`src/rtl/pc_gen_unit_if.sv`:
```
// Fetch PC generator control/status bundle.
// master = control/fetch side, slave = the PC generator.
interface pc_gen_unit_if #(
    parameter int XLEN = 32
);
    logic            Stall;
    logic [1:0]      PCSrc;
    logic [XLEN-1:0] PCTarget;
    logic [XLEN-1:0] ALUResult;
    logic            Trap;
    logic            MRet;
    logic            Call;
    logic            Ret;
    logic [XLEN-1:0] PC;
    logic [XLEN-1:0] PCPlus4;
    logic [XLEN-1:0] EPC;
    logic            Misaligned;
    logic [XLEN-1:0] RASTop;
    logic            RASValid;

    modport master (
        output Stall, PCSrc, PCTarget, ALUResult,
        output Trap, MRet, Call, Ret,
        input  PC, PCPlus4, EPC, Misaligned,
        input  RASTop, RASValid
    );

    modport slave (
        input  Stall, PCSrc, PCTarget, ALUResult,
        input  Trap, MRet, Call, Ret,
        output PC, PCPlus4, EPC, Misaligned,
        output RASTop, RASValid
    );
endinterface

```
`src/rtl/pc_gen_unit.sv`:
```
// Fetch PC generator: next-PC mux, trap entry/return with EPC.
// Optional return-address stack enabled by defining RAS_EN.
module pc_gen_unit #(
    parameter int              XLEN         = 32,
    parameter logic [XLEN-1:0] RESET_VECTOR = '0,
    parameter logic [XLEN-1:0] TRAP_VECTOR  = XLEN'(32'h0000_0100),
    parameter int              RAS_DEPTH    = 4
) (
    input  logic          CLK,
    input  logic          Reset,
    pc_gen_unit_if.slave  bus
);

    logic [XLEN-1:0] pc_q;
    logic [XLEN-1:0] epc_q;
    logic [XLEN-1:0] pc_plus4;
    logic [XLEN-1:0] mux_pc;
    logic [XLEN-1:0] pc_nxt;
    logic [XLEN-1:0] epc_nxt;
    logic            seq_adv;

    assign pc_plus4 = pc_q + XLEN'(4);

    always_comb begin
        mux_pc = pc_plus4;
        unique case (bus.PCSrc)
            2'b01:   mux_pc = bus.PCTarget;
            2'b10:   mux_pc = {bus.ALUResult[XLEN-1:1], 1'b0};
            default: mux_pc = pc_plus4;
        endcase
    end

    // Trap beats MRet beats Stall; only a plain advance touches the RAS.
    always_comb begin
        pc_nxt  = pc_q;
        epc_nxt = epc_q;
        seq_adv = 1'b0;
        if (bus.Trap) begin
            epc_nxt = pc_q;
            pc_nxt  = TRAP_VECTOR;
        end else if (bus.MRet) begin
            pc_nxt = epc_q;
        end else if (!bus.Stall) begin
            pc_nxt  = mux_pc;
            seq_adv = 1'b1;
        end
    end

    always_ff @(posedge CLK) begin
        if (Reset) begin
            pc_q  <= RESET_VECTOR;
            epc_q <= '0;
        end else begin
            pc_q  <= pc_nxt;
            epc_q <= epc_nxt;
        end
    end

    assign bus.PC         = pc_q;
    assign bus.PCPlus4    = pc_plus4;
    assign bus.EPC        = epc_q;
    assign bus.Misaligned = |mux_pc[1:0];

`ifdef RAS_EN
    localparam int PW = (RAS_DEPTH > 1) ? $clog2(RAS_DEPTH) : 1;
    localparam int CW = PW + 1;

    logic [XLEN-1:0] ras_q [RAS_DEPTH];
    logic [PW-1:0]   ptr_q;
    logic [CW-1:0]   cnt_q;
    logic [PW-1:0]   ptr_inc;
    logic            empty;
    logic            full;
    logic            do_push;
    logic            do_pop;
    logic            do_repl;

    assign ptr_inc = ptr_q + PW'(1);
    assign empty   = (cnt_q == '0);
    assign full    = (cnt_q == CW'(RAS_DEPTH));

    // Call+Ret swaps the top entry, degenerating to a push when empty.
    always_comb begin
        do_push = 1'b0;
        do_pop  = 1'b0;
        do_repl = 1'b0;
        if (seq_adv && !Reset) begin
            unique case ({bus.Call, bus.Ret})
                2'b10:   do_push = 1'b1;
                2'b01:   do_pop  = !empty;
                2'b11: begin
                    do_push = empty;
                    do_repl = !empty;
                end
                default: ;
            endcase
        end
    end

    always_ff @(posedge CLK) begin
        if (Reset) begin
            ptr_q <= '0;
            cnt_q <= '0;
        end else if (do_push) begin
            ptr_q <= ptr_inc;
            if (!full) begin
                cnt_q <= cnt_q + CW'(1);
            end
        end else if (do_pop) begin
            ptr_q <= ptr_q - PW'(1);
            cnt_q <= cnt_q - CW'(1);
        end
    end

    // A full stack wraps onto the oldest slot, overwriting it.
    always_ff @(posedge CLK) begin
        if (do_push) begin
            ras_q[ptr_inc] <= pc_plus4;
        end else if (do_repl) begin
            ras_q[ptr_q] <= pc_plus4;
        end
    end

    assign bus.RASTop   = empty ? '0 : ras_q[ptr_q];
    assign bus.RASValid = !empty;
`else
    logic unused_ras;

    assign unused_ras   = ^{bus.Call, bus.Ret, seq_adv};
    assign bus.RASTop   = '0;
    assign bus.RASValid = 1'b0;
`endif

    logic unused_alu;

    assign unused_alu = bus.ALUResult[0];

endmodule

```
`src/flat_wrapper.sv`:
```
// flat-port wrapper written by rule: the top's interface ports become plain ports
module pc_gen_unit_flat 
#(
    parameter int              XLEN         = 32,
    parameter logic [XLEN-1:0] RESET_VECTOR = '0,
    parameter logic [XLEN-1:0] TRAP_VECTOR  = XLEN'(32'h0000_0100),
    parameter int              RAS_DEPTH    = 4
)
  (CLK, Reset, bus_Stall, bus_PCSrc, bus_PCTarget, bus_ALUResult, bus_Trap, bus_MRet, bus_Call, bus_Ret, bus_PC, bus_PCPlus4, bus_EPC, bus_Misaligned, bus_RASTop, bus_RASValid);
  pc_gen_unit_if #(.XLEN(XLEN)) bus_i ();
  input  logic CLK;
  input  logic Reset;
  input wire logic [$bits(bus_i.Stall)-1:0] bus_Stall;
  input wire logic [$bits(bus_i.PCSrc)-1:0] bus_PCSrc;
  input wire logic [$bits(bus_i.PCTarget)-1:0] bus_PCTarget;
  input wire logic [$bits(bus_i.ALUResult)-1:0] bus_ALUResult;
  input wire logic [$bits(bus_i.Trap)-1:0] bus_Trap;
  input wire logic [$bits(bus_i.MRet)-1:0] bus_MRet;
  input wire logic [$bits(bus_i.Call)-1:0] bus_Call;
  input wire logic [$bits(bus_i.Ret)-1:0] bus_Ret;
  output wire logic [$bits(bus_i.PC)-1:0] bus_PC;
  output wire logic [$bits(bus_i.PCPlus4)-1:0] bus_PCPlus4;
  output wire logic [$bits(bus_i.EPC)-1:0] bus_EPC;
  output wire logic [$bits(bus_i.Misaligned)-1:0] bus_Misaligned;
  output wire logic [$bits(bus_i.RASTop)-1:0] bus_RASTop;
  output wire logic [$bits(bus_i.RASValid)-1:0] bus_RASValid;
  assign bus_i.Stall = bus_Stall;
  assign bus_i.PCSrc = bus_PCSrc;
  assign bus_i.PCTarget = bus_PCTarget;
  assign bus_i.ALUResult = bus_ALUResult;
  assign bus_i.Trap = bus_Trap;
  assign bus_i.MRet = bus_MRet;
  assign bus_i.Call = bus_Call;
  assign bus_i.Ret = bus_Ret;
  assign bus_PC = bus_i.PC;
  assign bus_PCPlus4 = bus_i.PCPlus4;
  assign bus_EPC = bus_i.EPC;
  assign bus_Misaligned = bus_i.Misaligned;
  assign bus_RASTop = bus_i.RASTop;
  assign bus_RASValid = bus_i.RASValid;
  pc_gen_unit #(.XLEN(XLEN), .RESET_VECTOR(RESET_VECTOR), .TRAP_VECTOR(TRAP_VECTOR), .RAS_DEPTH(RAS_DEPTH)) u_core (.CLK(CLK), .Reset(Reset), .bus(bus_i));
endmodule
```
`config.mk`:
```
export PLATFORM = sky130hd
export DESIGN_NAME = pc_gen_unit_flat
export DESIGN_NICKNAME = d
export VERILOG_FILES = /design/src/rtl/pc_gen_unit_if.sv /design/src/rtl/pc_gen_unit.sv /design/src/flat_wrapper.sv
export SDC_FILE = /design/constraint.sdc
export NUM_CORES = 1
export LEC_CHECK = 0
export ABC_CLOCK_PERIOD_IN_PS = 4000
export BUFFER_PORTS_ARGS = -buffer_cell sky130_fd_sc_hd__buf_2
export CAP_MARGIN = 20
export CORE_MARGIN = 2
export CORE_UTILIZATION = 29
export DETAILED_ROUTE_END_ITERATION = 7
export SLEW_MARGIN = 20
export SYNTH_ARGS = -nofsm -noshare
export SYNTH_HDL_FRONTEND = slang
export SYNTH_SLANG_ARGS = --single-unit
```
`constraint.sdc`:
```
create_clock -name CLK -period 4 [get_ports CLK]
set_input_delay 0.2 -clock CLK [delete_from_list [all_inputs] [get_ports CLK]]
set_output_delay 0.2 -clock CLK [all_outputs]
set_load 0.05 [all_outputs]
```
[Word-level counts from Yosys, hierarchy flattened]
Index checks and enable logic that the tools add are counted.
Storage, ports and cells
  register bits after elaboration: 64
  input port bits: 73
  output and inout bits: 130
  logic and storage cells: 14
Operators by class
  add/sub/neg operators: 1
  equality and inequality tests: 4
  multiplexer cells: 4
  reduce and logical (&&, ||, !) cells: 2
Operator list (count)
  32-bit two-way mux: 2
  32-bit case mux with 2 select lines: 1
  32-bit by 3-bit adder with 32-bit output (second input constant): 1
  9-bit two-way mux: 1
  2-bit OR reduction: 2
  3-bit by 1-bit != test with 1-bit output (second input constant): 1
  2-bit by 1-bit == test with 1-bit output (second input constant): 1
  2-bit == test (second input constant): 1
  2-bit by 1-bit != test with 1-bit output (second input constant): 1

[Longest topological paths before layout]
  depth in word-level cells: 5
  gate-level depth with buffers: 8
  depth with buffers taken out: 6

[Least setup slack after synthesis]
Ideal clock, no wire load.
  path kind: register to output
  from: reg u_core.pc_q[2], in the netlist u_core.bus.PC[2]
  to: out bus_PCPlus4[28]
  arrival time: 2574 ps
  required time: 3800 ps
  path slack: 1226 ps
  stages on the path, launching flop included: 7
  path buffers: 1
  cell sequence: dfxtp_1 ha_1 nand3_4 nor2_1 buf_2 nand4_1 xnor2_1
On the way
  word-level cells in the longest chain between the ends: 1
RTL lines
  from (decl): line pc_gen_unit.sv:14  | logic [XLEN-1:0] pc_q;
  from (signal assigned): line pc_gen_unit.sv:54  | pc_q <= pc_nxt;
  32-bit by 3-bit adder with 32-bit output: line pc_gen_unit.sv:22  | assign pc_plus4 = pc_q + XLEN'(4);
  to (decl): line flat_wrapper.sv:22  | output wire logic [$bits(bus_i.PCPlus4)-1:0] bus_PCPlus4;
No other way between the ends.

[Worst setup path after layout]
  from: reg u_core.pc_q[2], in the netlist u_core.bus.PC[2]
  to: out bus_PCPlus4[26]
The elaborated chain is that of the path after synthesis.

==> flow_summary_export.csv <==
group,metric,value,unit
cts,path_clk_slew,0.05,ns
power,power.density,323,nW/µm²
sta,fin_skew,0.00470,ns
job,cap_violations,0,
floorplanning,core,15300,µm²
logic_synthesis,async_flop_share,0,%
finish,area_growth_syn_to_layout,22.9,%
cts,cts_resized,0,
status,status,"completed",
cts,post_cts_buffers,0,
floorplanning,die-area,16800,µm²
cts,clockRootBuffer,"clkbuf_16",
sta,worstMarginPinSlew,0.814,ns
logic_synthesis,ys_seq_elements,64,
setup_path,worstPathCellList,"ha_1, nand3_4, nor2_1, buf_4, and4_1, xnor2_1, buf_2",
setup_path,crit_required,3.80,ns
grt,grt_use_total,19.7,%
sta,finalCritPeriodShare,66.2,%
sta,setup_tns,0,ns
floorplanning,die_h,129,µm
sta,setup_viol,0,
detailed_routing,num_vias,4754,
finish,drive_gt1_share,28.7,%
cts,cts_made_buffers,9,
setup_path,startpoint_type,"flop",
detailed_routing,antenna_left,0,
finish,num-fill-cells,1644,
grt,grt_max_degree,32,
setup_path,timing.critical_path.to_type,"output port",
grt,grt_pass1_wl,25200,µm
detailed_routing,routed_wl,16800,µm
setup_path,cp_max_fo,10,
logic_synthesis,syn_avg_cell_area,7.94,µm²
detailed_routing,drtIter0Drc,271,
cts,h-tree-depth,3,
cts,clk_latency,0.34,ns
cts,clock-sinks,64,
power,p_leak,2.66,nW
setup_path,worst_ep_arrival_time,2.45,ns
cts,clockBufferDepth,2,
cts,cts_hold_buffers,0,
sta,fmax,378,MHz
detailed_routing,dr.pass1.iters,5,
logic_synthesis,synth_edf_count,0,
logic_synthesis,ys_seq_area_share,28.1,%
logic_synthesis,ys_warn_count,0,
sta,hold_viol,0,
place,hpwl,12100,µm
setup_path,cp_slowest_cell,"dfxtp_1",
detailed_routing,post_drt_wl_per_cell,18.2,µm
setup_path,rrSetupSlack,1.91,ns
sta,rsz0062_at_grt,"no",
floorplanning,initial_core_util,29.8,%
power,finalPower,1.82,mW
power,vdd_drop_max,0.167,mV
setup_path,max_stage_delay,0.51,ns
grt,grt_pass1_vias,4360,
floorplanning,fp.dieW,129,µm
grt,grt_antenna_before_repair,0,
cts,cts_tree,"yes",
place,globalplace.congestion,0.862,
sta,relSlewSlack,45.6,%
sta,period_needed,2.65,ns
floorplanning,rows,45,
logic_synthesis,ys_types,62,
logic_synthesis,synth_cells,575,
logic_synthesis,synth_flop_cell,"dfxtp_1",
worst_hold_path,hp-class,"primary input to flop",
detailed_routing,viasPerCell,5.16,
setup_path,critical_path_class,"flop to output port",
floorplanning,ios,203,
sta,slew_violations,0,
detailed_routing,drc_errors,0,
place,io_buffers,166,
finish,insertedDiodeCount,0,
grt,grt_overflow,0,
finish,nets,783,
logic_synthesis,netlist_area,4570,µm²
cell type report:
class / instances / area, µm² / share of cell area (%)
Clock buffer: 13 / 250 / 4.46
Clock inverter: 1 / 5.00 / 0.0891
Inverter: 15 / 56.3 / 1.00
Multi-Input combinational cell: 439 / 2840 / 50.5
Sequential cell: 64 / 1280 / 22.8
Tap cell: 211 / 264 / 4.70
Timing Repair Buffer: 178 / 921 / 16.4
through the flow:
stage	hold WS, ns	cells	cell area [µm²]	util [%]	setup WS, ns
CTS	0.154	921	5610	36.7	1.33
global route	0.169	921	5610	36.7	1.19
detailed placement	0.464	907	5360	35.0	1.72
global placement	0.455	907	5360	35.0	1.74
floorplan	0.386	607	4690	-	1.23
finish	0.166	921	5610	36.7	1.35
routing by layer:
layer	wire length [µm]	global-route usage (%)
met2	7730	30.9
met4	209	5.25
met3	1130	4.34
met5	0	0
met1	7690	27.3
registers in the layout, indices dropped and copies added (netlist names):
name / cells
u_core.bus.EPC: 32
u_core.bus.PC: 32
cell usage in the layout, fill, tap and decap left out, types with 14 or more instances in the layout:
cell type / n
inv_1: 15
a221oi_1: 24
nor2_1: 52
and3_1: 14
conb_1: 33
a21oi_1: 25
nand2_1: 46
o21ai_0: 23
mux2i_1: 37
buf_2: 166
nand3_1: 22
dfxtp_1: 64
nand4_1: 14
Yosys cell counts (all sizes together) (5+ instances only):
master / n / area (µm²)
xnor2: 13 / 114
inv: 15 / 56.3
a221o: 6 / 60.1
a22oi: 6 / 45.0
a221oi: 24 / 210
nand2: 46 / 173
or3: 6 / 42.5
a21oi: 25 / 125
and3: 16 / 103
nand3: 25 / 148
nand3b: 7 / 52.6
dfxtp: 64 / 1280
and4: 7 / 61.3
clkbuf: 22 / 86.3
buf: 67 / 429
a211oi: 5 / 37.5
o21ai: 23 / 115
nor3: 8 / 51.3
a31oi: 10 / 62.6
nor4: 8 / 65.1
nor2: 52 / 195
xor2: 10 / 87.6
nand4: 16 / 113
mux2i: 37 / 370
kinds of logic after synthesis:
family | count (synthesis) | synth area share, %
other | 1 | 0.0821
muxes | 37 | 8.11
DFF | 64 | 28.1
and+or+nand+nor | 206 | 24.3
AOI/OAI and AO/OA | 137 | 21.7
xor gates and xnor gates | 23 | 4.41
buffers and inverters | 104 | 12.5
adders and majority gates | 3 | 0.822
where the power goes:
group	internal, mW	switching, mW
Sequential	0.652	0.0252
Clock	0.429	0.280
Combinational	0.114	0.315
path summary, 6_finish.rpt:
kind,from,endpoint,depth (start not counted)
setup reg to reg,u_core.bus.PC[2]$_SDFFE_PP0P_,u_core.bus.PC[30]$_SDFFE_PP0P_,5
setup / recovery,u_core.bus.PC[2]$_SDFFE_PP0P_,bus_PCPlus4[26],7
hold reg to reg,u_core.bus.EPC[4]$_SDFFE_PP0P_,u_core.bus.PC[4]$_SDFFE_PP0P_,2
hold / removal,bus_PCTarget[0],u_core.bus.PC[0]$_SDFFE_PP0P_,3
worst max-delay path: cells and delay by family, from the launching register on:
family | cells | cell delay, ns
DFF | 1 | 0.51
xor gates and xnor gates | 1 | 0.13
buffers and inverters | 2 | 0.49
and+or+nand+nor | 3 | 0.63
adders and majority gates | 1 | 0.35
Note: power is estimated with default switching activity, not from simulation.
